**src/rtl/tick_sched_pkg.sv**
```systemverilog
// Shared types for the tick scheduler: channel FSM states and channel run modes.
package tick_sched_pkg;

    typedef enum logic {
        ST_IDLE = 1'b0,
        ST_RUN  = 1'b1
    } chan_state_e;

    localparam logic MODE_PERIODIC = 1'b0;
    localparam logic MODE_ONESHOT  = 1'b1;

endpackage

```
**src/rtl/tick_sched_chan.sv**
```systemverilog
// One timer channel: counts base ticks while in RUN and raises a held event on expiry.
// Handshake: evt_o is a level that stays high from expiry until ack_i is sampled high.
module tick_sched_chan
    import tick_sched_pkg::*;
#(
    parameter int CNT_W = 8
) (
    input  logic             clk,
    input  logic             rst,
    input  logic             tick_i,
    input  logic             cfg_we_i,
    input  logic [CNT_W-1:0] cfg_period_i,
    input  logic             cfg_mode_i,
    input  logic             start_i,
    input  logic             stop_i,
    input  logic             ack_i,
    output logic             evt_o,
    output logic             overrun_o,
    output chan_state_e      state_o
);

    chan_state_e      state_q, state_d;
    logic [CNT_W-1:0] period_q, period_d;
    logic             mode_q, mode_d;
    logic [CNT_W-1:0] remaining_q, remaining_d;
    logic             evt_q, evt_d;
    logic             overrun_q, overrun_d;
    logic             expire;

    always_ff @(posedge clk) begin
        if (rst) begin
            state_q     <= ST_IDLE;
            period_q    <= '0;
            mode_q      <= MODE_PERIODIC;
            remaining_q <= '0;
            evt_q       <= 1'b0;
            overrun_q   <= 1'b0;
        end else begin
            state_q     <= state_d;
            period_q    <= period_d;
            mode_q      <= mode_d;
            remaining_q <= remaining_d;
            evt_q       <= evt_d;
            overrun_q   <= overrun_d;
        end
    end

    always_comb begin
        state_d     = state_q;
        period_d    = period_q;
        mode_d      = mode_q;
        remaining_d = remaining_q;
        evt_d       = evt_q;
        overrun_d   = overrun_q;
        expire      = 1'b0;

        if (stop_i) begin
            state_d     = ST_IDLE;
            remaining_d = '0;
        end else begin
            case (state_q)
                ST_IDLE: begin
                    if (start_i && period_q != '0) begin
                        state_d     = ST_RUN;
                        remaining_d = period_q;
                    end
                end
                ST_RUN: begin
                    // A restart takes priority over a tick arriving in the same cycle.
                    if (start_i) begin
                        if (period_q == '0) begin
                            state_d     = ST_IDLE;
                            remaining_d = '0;
                        end else begin
                            remaining_d = period_q;
                        end
                    end else if (tick_i) begin
                        if (remaining_q > CNT_W'(1)) begin
                            remaining_d = remaining_q - CNT_W'(1);
                        end else begin
                            expire = 1'b1;
                            if (mode_q == MODE_ONESHOT || period_q == '0) begin
                                state_d     = ST_IDLE;
                                remaining_d = '0;
                            end else begin
                                remaining_d = period_q;
                            end
                        end
                    end
                end
            endcase
        end

        // Expiry wins over ack; overrun only when the previous event was left unacked.
        if (expire) begin
            evt_d = 1'b1;
            if (evt_q && !ack_i) begin
                overrun_d = 1'b1;
            end
        end else if (ack_i) begin
            evt_d = 1'b0;
        end

        if (cfg_we_i) begin
            period_d  = cfg_period_i;
            mode_d    = cfg_mode_i;
            overrun_d = 1'b0;
        end
    end

    assign evt_o     = evt_q;
    assign overrun_o = overrun_q;
    assign state_o   = state_q;

endmodule

```
**src/rtl/tick_scheduler.sv**
```systemverilog
// Shared timebase: one prescaler producing base_tick_o and NCH independent timer channels.
// Optional macro TICK_SCHED_PAUSE_EN adds pause_i, which freezes prescaler and channel counts.
module tick_scheduler
    import tick_sched_pkg::*;
#(
    parameter  int CLK_DIV = 20_000_000,
    parameter  int NCH     = 4,
    parameter  int CNT_W   = 8,
    localparam int CH_W    = (NCH > 1) ? $clog2(NCH) : 1
) (
    input  logic             clk,
    input  logic             rst,
`ifdef TICK_SCHED_PAUSE_EN
    input  logic             pause_i,
`endif
    input  logic             cfg_we_i,
    input  logic [CH_W-1:0]  cfg_ch_i,
    input  logic [CNT_W-1:0] cfg_period_i,
    input  logic             cfg_mode_i,
    input  logic [NCH-1:0]   start_i,
    input  logic [NCH-1:0]   stop_i,
    input  logic [NCH-1:0]   ack_i,
    output logic [NCH-1:0]   evt_o,
    output logic [NCH-1:0]   active_o,
    output logic [NCH-1:0]   overrun_o,
    output logic             base_tick_o
);

    localparam int                 PRESC_W    = $clog2(CLK_DIV);
    localparam logic [PRESC_W-1:0] PRESC_LAST = PRESC_W'(CLK_DIV - 1);

    logic [PRESC_W-1:0] presc_q, presc_d;
    logic               presc_run;

`ifdef TICK_SCHED_PAUSE_EN
    assign presc_run = ~pause_i;
`else
    assign presc_run = 1'b1;
`endif

    always_ff @(posedge clk) begin
        if (rst) begin
            presc_q <= '0;
        end else begin
            presc_q <= presc_d;
        end
    end

    always_comb begin
        presc_d = presc_q;
        if (presc_run) begin
            presc_d = (presc_q == PRESC_LAST) ? '0 : presc_q + PRESC_W'(1);
        end
    end

    // Holding the count during pause means release resumes exactly where it stopped.
    assign base_tick_o = presc_run && (presc_q == PRESC_LAST);

    for (genvar i = 0; i < NCH; i++) begin : g_chan
        logic        chan_we;
        chan_state_e chan_state;

        assign chan_we = cfg_we_i && (cfg_ch_i == CH_W'(i));

        tick_sched_chan #(
            .CNT_W(CNT_W)
        ) u_chan (
            .clk         (clk),
            .rst         (rst),
            .tick_i      (base_tick_o),
            .cfg_we_i    (chan_we),
            .cfg_period_i(cfg_period_i),
            .cfg_mode_i  (cfg_mode_i),
            .start_i     (start_i[i]),
            .stop_i      (stop_i[i]),
            .ack_i       (ack_i[i]),
            .evt_o       (evt_o[i]),
            .overrun_o   (overrun_o[i]),
            .state_o     (chan_state)
        );

        assign active_o[i] = (chan_state == ST_RUN);
    end

endmodule

```
**config.mk**
```make
export PLATFORM = sky130hd
export DESIGN_NAME = tick_scheduler
export DESIGN_NICKNAME = d
export VERILOG_FILES = /design/src/rtl/tick_sched_pkg.sv /design/src/rtl/tick_sched_chan.sv /design/src/rtl/tick_scheduler.sv
export SDC_FILE = /design/constraint.sdc
export NUM_CORES = 1
export LEC_CHECK = 0
export BUFFER_PORTS_ARGS = -buffer_cell sky130_fd_sc_hd__buf_2
export CAP_MARGIN = 20
export CORE_UTILIZATION = 35
export DETAILED_ROUTE_END_ITERATION = 10
export PLACE_DENSITY = 0.56
export REMOVE_ABC_BUFFERS = 1
export SYNTH_ARGS = -nofsm -noshare
export SYNTH_HDL_FRONTEND = slang
export SYNTH_SLANG_ARGS = --single-unit
```
**constraint.sdc**
```tcl
create_clock -name clk -period 1.8 [get_ports clk]
set_clock_uncertainty 0.05 [all_clocks]
set_input_delay 0 -clock clk [delete_from_list [all_inputs] [get_ports clk]]
set_output_delay 0 -clock clk [all_outputs]
set_load 0.01 [all_outputs]
```
==> impl_metrics.csv, run 1 <==
group,metric,value,unit
global_route,grt_pass1_vias,5355,
detailed_routing,wl,16.4,mm
sta,finalHoldViolCount,0,
place,port_buffers,38,
place,place_congestion,0.854,
setup_path,endpoint_kind,"register",
yosys,syn_inst,639,
sta,setup_viol,41,
finish,finalNetCount,879,
min_path,holdPathStages,2,
place,post-place-ws,-0.251,ns
finish,area_growth_syn_to_layout,51.2,%
detailed_routing,first_pass_iters,7,
detailed_routing,post-route-drc-count,8,
global_route,antenna_found_initial,0,
cts,cts_tree,"done",
floorplan,die_y,125,um
finish,drive_gt1_frac,0.424,
status,violations,"DRC, setup timing",
status,status,"finished with violations",
finish,layout_commonest_cell,"buf_4",
cts,cts_inserted_buffers,9,
floorplan,die_area,15600,um2
floorplan,ios,39,
cts,cts_max_level,3,
setup_path,worstPathRequired,1.99,ns
yosys,synth_ff_type,"dfxtp_1",
yosys,yosys.area.top_type_share,0.397,
yosys,mappedNetlistArea,5300,um2
global_route,grt_pass1_wl,26.1,mm
sta,fin_crit_sh,1.11,
setup_path,crit_fanout,7,
yosys,ys_seq_area_frac,0.397,
yosys,yosys-top-cells-area,"dfxtp_1 40%, a21oi_1 6.0%, nor2_1 6.0%",
yosys,synthArstFlopShare,0,
sta,finalMaxSlewViolations,0,
sta,slew_headroom,0.473,
sta,fin_tns_setup,-4.25,ns
sta,rsz0062_at_grt,"true",
detailed_routing,postRouteAntennaNets,0,
detailed_routing,wire_per_inst,15.9,um
min_path,hold_class,"input port to register",
setup_path,critical_path_class,"register to register",
floorplan,die_x,125,um
global_route,grt_max_degree,24,
floorplan,initial_core_util,0.362,
global_route,track_usage,0.207,
detailed_routing,drtIter0Drc,220,
setup_path,worstRegToRegCells,6,
setup_path,critPathLaunchType,"register",
power,vdd_drop_max,0.553,mV
finish,fillers,1332,
cts,worstSkewPairLatency,0.36,ns
setup_path,r2r_slack,-0.20,ns
power,leakage,3.33,nW
yosys,ys_warn_count,0,
sta,tightest_slew,0.788,ns
finish,diodes,0,
yosys,yosysTopAreaCell,"dfxtp_1",
detailed_routing,viasPerCell,5.29,
detailed_routing,num_vias,5469,
place,placed_area,6710,um2
global_route,grt-ovfl-total,0,
yosys,synthDistinctLibCells,52,
cts,clockBufferDepth,2,
place,dpl.hpwl,11.0,mm
floorplan,rows,44,
sta,setup_slack,-0.204,ns
yosys,synth.avg_cell_area,8.29,um2
cts,clock-sinks,105,
power,pwr_density_cell,699,nW/um2
flow_run,maxCapViolCount,0,
cts,ctsRootBufferMaster,"clkbuf_16",
sta,fmax,0.499,GHz
yosys,yosys_register_bits,105,
yosys,synth_edf_count,0,
sta,fin_crit,2.00,ns
cts,cts.clk_slew.worst_paths,0.07,ns
finish,fin_area,8010,um2
setup_path,arrival,2.20,ns
floorplan,coreArea,14600,um2
finish,final_cell_mix,"147 x buf_4, 84 x dfxtp_1, 79 x nor2_1, 54 x nand2_1, 49 x a21oi_1",
[cell usage after synthesis, drive strengths merged, types with 4 or more instances]
cell	count
nor3	18
xnor2	29
a211oi	6
a21oi	64
or3	19
or4b	4
mux2i	18
ha	9
or2	6
nor2	85
a21o	4
nor4	7
or4	13
buf	20
inv	15
o31ai	10
and3	5
nand2	56
o21ai	37
dfxtp	105
xor2	10
nor2b	9
nand3	14
nand2b	7
and4	5
nand4	7
a2bb2oi	11
clkbuf	14
[sequential cells by signal, indices dropped and copies added, names as in the netlist]
signal                     count
g_chan.u_chan.overrun_o        4
g_chan.u_chan.evt_o            4
g_chan.u_chan.mode_q           4
g_chan.u_chan.period_q        32
g_chan.u_chan.state_o          4
g_chan.u_chan.remaining_q     32
presc_q                       25
[worst max-delay path: stages (launching register included)]
cell       delay [ns]
dfxtp_2          0.32
or4_4            0.54
o31a_1           0.33
a41oi_4          0.27
clkbuf_16        0.21
and2b_2          0.13
nor3_1           0.04
[power by group]
part | leakage [nW] | switching (mW) | internal [mW]
registers | 0.860 | 0.0472 | 2.39
clock network | 0.140 | 0.920 | 1.09
logic | 2.33 | 0.541 | 0.612
total | 3.33 | 1.51 | 4.09
[through the flow]
step                utilization  hold WS (ns)  total power, mW  instances
global placement          0.458         0.231             3.34        978
global route              0.547        0.0686             5.84       1033
detailed placement        0.458         0.248             3.36        978
finish                    0.547        0.0505             5.60       1033
floorplan                     -        0.0191             2.95        605
CTS                       0.520        0.0375             5.56       1019
[cell families (layout without fill, tap and decap cells)]
logic type / Yosys count / after routing / synth area share
multiplexers: 18 / 18 / 0.0340
AND/OR/NAND/NOR: 265 / 265 / 0.251
flip-flops: 105 / 105 / 0.397
adder cells (fa/ha/maj): 9 / 9 / 0.0213
XOR/XNOR: 39 / 39 / 0.0645
buffers and inverters: 49 / 257 / 0.0449
AO/OA/AOI/OAI: 154 / 156 / 0.187
[final cells by class]
type	instances	area, um2	share of cell area
multi-input cells	487	3480	0.435
flip-flops and latches	105	2130	0.266
repair buffers	226	1810	0.226
clock buffers	11	233	0.0291
well taps	184	230	0.0288
clock inverters	5	63.8	0.00797
inverters	15	58.8	0.00734
[final timing paths]
path | from | endpoint
max reg2reg | g_chan[1].u_chan.period_q[2] | g_chan[1].u_chan.remaining_q[2]
min reg2reg | g_chan[0].u_chan.overrun_o | g_chan[0].u_chan.overrun_o
min | rst | g_chan[1].u_chan.period_q[2]
max | g_chan[1].u_chan.period_q[2] | g_chan[1].u_chan.remaining_q[2]
[metal layers]
layer  vias to the layer above  wire length, um  track usage
met2                       108             8110        0.350
li1                       2697                -            -
met1                      2644             7390        0.264
met4                         0              254       0.0674
met3                        20              651       0.0419
met5                         -                0            0
[timing repair]
| action | in CTS | in global routing |
|---|---|---|
| setup buffers | 3 | 10 |
| hold buffers | 21 | 0 |
| setup endpoints to repair | 48 | 62 |
| gates cloned | 2 | 4 |
| endpoints found under the hold margin | 52 | 0 |
| pin swaps | 27 | 28 |
| gates resized for setup | 116 | 56 |
No activity file was read; power rests on OpenSTA's default activity.
==> inputs of run 2 (changes only) <==
Settings changed: CORE_ASPECT_RATIO from default to 1.75, CORE_UTILIZATION 35 to 54, PLACE_DENSITY 0.56 to 0.79.
==> run 2 against run 1 <==
Net effect: the run ends with setup timing left; wire length increased by 35%; sequential share of layout area decreased by 0.45 points; setup slack got worse by 0.095 ns; clock-buffer cell count decreased by 2; register-to-register slack got worse by 0.095 ns; critical path type unchanged.
==> impl_metrics.csv, run 2 (synthesis gave the netlist of run 1 again) <==
group,metric,value,unit
setup_path,r2r-start,"presc_q[13]",
min_path,hold_class,"input port to register",
floorplan,initial_core_util,0.559,
setup_path,crit_fanout,2,
setup_path,endpoint_kind,"register",
setup_path,crit_path_cell_trace,"nor4bb_4 > and4_4 > nand3_4 > buf_6 > or4_4 > o31ai_2",
detailed_routing,viasPerCell,6.64,
flow_run,maxCapViolCount,0,
place,dpl.hpwl,11.1,mm
cts,clock-sinks,105,
power,vdd_drop_max,0.644,mV
setup_path,r2r_slack,-0.30,ns
floorplan,die_y,133,um
sta,finalHoldViolCount,0,
floorplan,coreArea,9470,um2
global_route,grt-ovfl-total,0,
detailed_routing,first_pass_iters,5,
power,pwr_density_cell,718,nW/um2
sta,fin_crit,2.10,ns
finish,diodes,0,
floorplan,die_area,10200,um2
floorplan,rows,47,
finish,reg_top3,"g_chan.u_chan.period_q x32, g_chan.u_chan.remaining_q x32, presc_q x25",
finish,layout_commonest_cell,"buf_4",
setup_path,cpPeakStageDelay,0.52,ns
place,dp_cells,904,
setup_path,worstRegToRegCells,6,
setup_path,cp_num_cells,6,
detailed_routing,postRouteAntennaNets,0,
finish,area_growth_syn_to_layout,53.5,%
power,pwr-share-clk,0.364,
floorplan,die_x,76.9,um
place,port_buffers,38,
detailed_routing,wire_per_inst,23.1,um
finish,finalNetCount,868,
sta,setup_slack,-0.300,ns
detailed_routing,num_vias,6370,
power,sw_frac_of_total,0.297,
setup_path,cp-startpoint,"presc_q[13]",
power,p_int,4.10,mW
sta,fin_crit_sh,1.17,
sta,rsz0062_at_grt,"true",
finish,final_cell_mix,"131 x buf_4, 87 x dfxtp_1, 55 x nor2_1, 53 x nand2_1, 41 x a21oi_1",
min_path,holdPathStages,3,
setup_path,critPathLaunchType,"register",
sta,hold_ws,0.0901,ns
cts,worstSkewPairLatency,0.37,ns
floorplan,ios,39,
cts,cts_tree,"done",
finish,stdcell_count,960,
power,seq_power_share,0.419,
setup_path,critical_path_class,"register to register",
power,total_power,5.83,mW
place,place_congestion,0.916,
detailed_routing,wl,22.2,mm
sta,fmax,0.476,GHz
sta,setup_viol,65,
global_route,antenna_found_initial,0,
sta,finalMaxSlewViolations,0,
cts,clockBufferDepth,2,
status,status,"finished with violations",
power,power_frac_comb,0.216,
status,violations,"setup timing",
detailed_routing,drtIter0Drc,683,
cts,cts_max_level,3,
setup_path,cp_slowest_cell,"or4_4",
setup_path,worstPathRequired,2.02,ns
setup_path,path_delay_family,"simple AND/OR/NAND/NOR gates",
sta,slew_headroom,0.451,
cts,cts_inserted_buffers,9,
detailed_routing,post-route-drc-count,0,
sta,tightest_slew,0.820,ns
setup_path,arrival,2.32,ns
cts,cts.clk_slew.worst_paths,0.08,ns
setup_path,critPathBufInv,1,
power,p_sw,1.73,mW
global_route,grt_pass1_wl,27.9,mm
global_route,grt_max_degree,22,
place,post-place-ws,-0.428,ns
global_route,track_usage,0.350,
global_route,grt_pass1_vias,5937,
cts,ctsRootBufferMaster,"clkbuf_16",
finish,drive_gt1_frac,0.464,
power,leakage,3.27,nW
min_path,min_from,"start_i[0]",
run 2: changes by cell type in the layout (fill, tap and decap cells not counted), moves of 4 or more:
| cell | before | now |
|---|---|---|
| a21oi_1 | 49 | 41 |
| nor2_1 | 79 | 55 |
| buf_4 | 147 | 131 |
| a21oi_2 | 15 | 23 |
| buf_6 | 14 | 18 |
| nor2_4 | 0 | 21 |
| o21ai_0 | 11 | 7 |
run 2: path summary, 6_finish.rpt:
path                           endpoint
max reg2reg  g_chan[1].u_chan.overrun_o
max          g_chan[1].u_chan.overrun_o
min            g_chan[0].u_chan.state_o
min reg2reg  g_chan[0].u_chan.overrun_o
run 2: layout make-up:
cell class / instances / area, um2
clock buffer: 9 / 225
clock inverter: 7 / 85.1
fill: 427 / 1340
inverter: 15 / 58.8
multi-input combinational: 488 / 3760
sequential: 105 / 2120
tap: 122 / 153
timing repair buffer: 214 / 1720
run 2: power by group through the flow:
stage / combinational, mW / sequential, mW / clock, mW
global route: 1.32 / 2.45 / 2.19
finish: 1.26 / 2.45 / 2.12
floorplan: 0.460 / 2.49 / 0
detailed placement: 0.852 / 2.48 / 0
CTS: 0.985 / 2.43 / 2.07
global placement: 0.820 / 2.48 / 0
run 2: metal layers:
| metal | vias up | wire length (um) | GRT usage |
|---|---|---|---|
| met1 | 3017 | 7100 | 0.357 |
| met4 | 0 | 2280 | 0.259 |
| met3 | 194 | 1810 | 0.0552 |
| met5 | - | 0 | 0 |
| met2 | 488 | 11000 | 0.631 |
| li1 | 2671 | - | - |
run 2: per-stage QoR:
stage / cell area [um2] / setup TNS [ns] / utilization
2_1_floorplan: 5110 / -5.59 / -
3_3_place_gp: 6520 / -6.91 / 0.688
3_5_place_dp: 6520 / -10.59 / 0.688
4_1_cts: 7340 / -4.76 / 0.775
5_1_grt: 8130 / -11.11 / 0.859
6_report: 8130 / -9.15 / 0.859
run 2: what timing repair did:
action,4_1_cts,5_1_grt
gates cloned,4,4
setup buffers,3,9
hold buffers,21,0
hold endpoints to repair,57,0
gates resized for setup,79,170
pin swaps,20,59
endpoints found under the setup margin,67,66
run 2: worst reg2reg max path: cells and delay by family (launching register included):
kind	cells	cell delay, ns
and+or+nand+nor	4	1.24
AOI/OAI and AO/OA	1	0.23
DFF	1	0.34
buffers and inverters	1	0.14
==> inputs of run 3 (changes only) <==
Settings changed: GPL_TIMING_DRIVEN from default to 0.
==> run 3 against run 2 <==
Net effect: the flow still finishes with violations (setup timing); wire length decreased by 20%; fmax increased by 5.8%; highest routed layer unchanged; largest power group unchanged; cell area decreased by 9.0%; global-route usage decreased by 3.0 points.
==> impl_metrics.csv, run 3 (synthesis gave the netlist of run 1 again) <==
group,metric,value,unit
setup_path,r2r_end,"g_chan[1].u_chan.overrun_o",
setup_path,cp_slowest_cell,"or4_4",
finish,layout_commonest_cell,"nor2_1",
detailed_routing,wl,17.9,mm
min_path,hold_end,"g_chan[2].u_chan.period_q[5]",
floorplan,coreArea,9470,um2
place,post-place-ws,-0.938,ns
sta,fin_crit,1.98,ns
setup_path,worstPathRequired,2.02,ns
setup_path,endpoint_kind,"register",
min_path,min_from,"cfg_ch_i[0]",
finish,stdcell_count,866,
sta,slew_headroom,0.300,
sta,rsz0062_at_grt,"true",
detailed_routing,first_pass_iters,5,
detailed_routing,num_vias,5589,
setup_path,critical_path_class,"register to register",
sta,finalMaxSlewViolations,0,
global_route,grt-ovfl-total,0,
power,p_sw,1.53,mW
power,p_int,4.38,mW
sta,fin_crit_sh,1.10,
floorplan,die_x,76.9,um
floorplan,rows,47,
power,power_frac_comb,0.172,
setup_path,arrival,2.20,ns
setup_path,cpPeakStageDelay,0.55,ns
finish,final_cell_mix,"65 x nor2_1, 59 x dfxtp_1, 54 x nand2_1, 49 x a21oi_1, 46 x buf_4",
setup_path,path_delay_family,"simple AND/OR/NAND/NOR gates",
place,place_congestion,0.914,
cts,worstSkewPairLatency,0.35,ns
power,sw_frac_of_total,0.259,
setup_path,cp_num_cells,4,
power,pwr_density_cell,799,nW/um2
floorplan,initial_core_util,0.559,
cts,cts.clk_slew.worst_paths,0.07,ns
floorplan,die_y,133,um
setup_path,r2r-start,"g_chan[1].u_chan.remaining_q[5]",
finish,finalNetCount,774,
place,dpl.hpwl,9.06,mm
detailed_routing,post-route-drc-count,0,
global_route,track_usage,0.320,
setup_path,critPathBufInv,0,
finish,seqCellArea,2180,um2
min_path,holdPathStages,4,
global_route,antenna_found_initial,0,
detailed_routing,postRouteAntennaNets,0,
global_route,grt_pass1_wl,25.7,mm
setup_path,worstRegToRegCells,4,
global_route,grt_max_degree,53,
setup_path,crit_path_cell_trace,"or3_4 > or3_4 > or4_4 > o31ai_2",
cts,cts_max_level,3,
power,leakage,2.77,nW
finish,reg_top3,"g_chan.u_chan.period_q x32, g_chan.u_chan.remaining_q x32, presc_q x25",
power,pwr-share-clk,0.411,
setup_path,critPathLaunchType,"register",
power,seq_power_share,0.417,
sta,fmax,0.504,GHz
setup_path,crit_fanout,3,
cts,clock-sinks,105,
finish,diodes,0,
place,port_buffers,38,
detailed_routing,viasPerCell,6.45,
power,vdd_drop_max,0.805,mV
finish,multiInputGateArea,3710,um2
detailed_routing,wire_per_inst,20.7,um
finish,fillers,549,
global_route,grt_pass1_vias,5273,
finish,postLayoutCoreUtil,0.782,
finish,drive_gt1_frac,0.405,
cts,cts_inserted_buffers,9,
cts,ctsRootBufferMaster,"clkbuf_16",
power,total_power,5.92,mW
flow_run,maxCapViolCount,0,
sta,tightest_slew,1.05,ns
floorplan,ios,39,
cts,cts_tree,"done",
sta,finalHoldViolCount,0,
place,dp_cells,765,
sta,setup_slack,-0.184,ns
setup_path,crit_top_cell,"or3_4",
cts,clockBufferDepth,2,
detailed_routing,drtIter0Drc,404,
min_path,hold_class,"input port to register",
status,status,"finished with violations",
sta,setup_viol,66,
status,violations,"setup timing",
finish,area_growth_syn_to_layout,39.8,%
floorplan,die_area,10200,um2
setup_path,r2r_slack,-0.18,ns
[run 3: metrics by stage]
step           instance area (um2)  hold slack (ns)  TNS (ns)
6_report                      7400            0.135     -6.23
5_1_grt                       7400            0.159    -10.38
4_1_cts                       6930            0.103     -3.19
3_5_place_dp                  5460            0.227    -39.79
3_3_place_gp                  5460            0.227    -38.79
2_1_floorplan                 5110           0.0191     -5.59
[run 3: layout make-up]
| cell class | count | area share |
|---|---|---|
| sequential | 105 | 0.295 |
| clock buffer | 10 | 0.0309 |
| tap | 122 | 0.0206 |
| multi-input combinational | 491 | 0.502 |
| inverter | 15 | 0.00795 |
| clock inverter | 6 | 0.0188 |
| timing repair buffer | 117 | 0.125 |
[run 3: worst reg2reg max path, delay by kind of cell, from the launching register on]
family	cells	cell delay [ns]
simple gates	3	1.34
compound gates	1	0.19
flops	1	0.33
[run 3: layer usage]
metal | vias up | share of wire | global-route usage
met2 | 314 | 0.53 | 0.601
met3 | 106 | 0.068 | 0.0600
met4 | 0 | 0.057 | 0.170
met1 | 2676 | 0.34 | 0.326
li1 | 2493 | - | -
met5 | - | 0 | 0
[run 3: timing repair]
action,4_1_cts,5_1_grt
hold endpoints to repair,52,0
resized for setup,164,81
pin swaps,34,37
gates cloned,2,4
setup endpoints to repair,69,54
hold buffers,21,0
buffers inserted,42,16
[run 3: power groups by stage]
stage	logic (mW)	registers [mW]	clock network (mW)
final	1.02	2.47	2.43
after global routing	1.08	2.47	2.54
after CTS	0.884	2.46	2.42
after detailed placement	0.621	2.51	0
after global placement	0.596	2.51	0
after floorplan	0.460	2.49	0
[run 3: worst max-delay path by stage]
| stage | startpoint | endpoint | slack [ns] |
|---|---|---|---|
| finish | g_chan[1].u_chan.remaining_q[5] | g_chan[1].u_chan.overrun_o | -0.18 |
| global route | presc_q[19] | g_chan[3].u_chan.overrun_o | -0.26 |
| CTS | g_chan[1].u_chan.remaining_q[5] | g_chan[1].u_chan.overrun_o | -0.17 |
| detailed placement | presc_q[8] | presc_q[18] | -0.94 |
| global placement | presc_q[8] | presc_q[16] | -0.87 |
| floorplan | presc_q[0] | g_chan[1].u_chan.overrun_o | -0.24 |
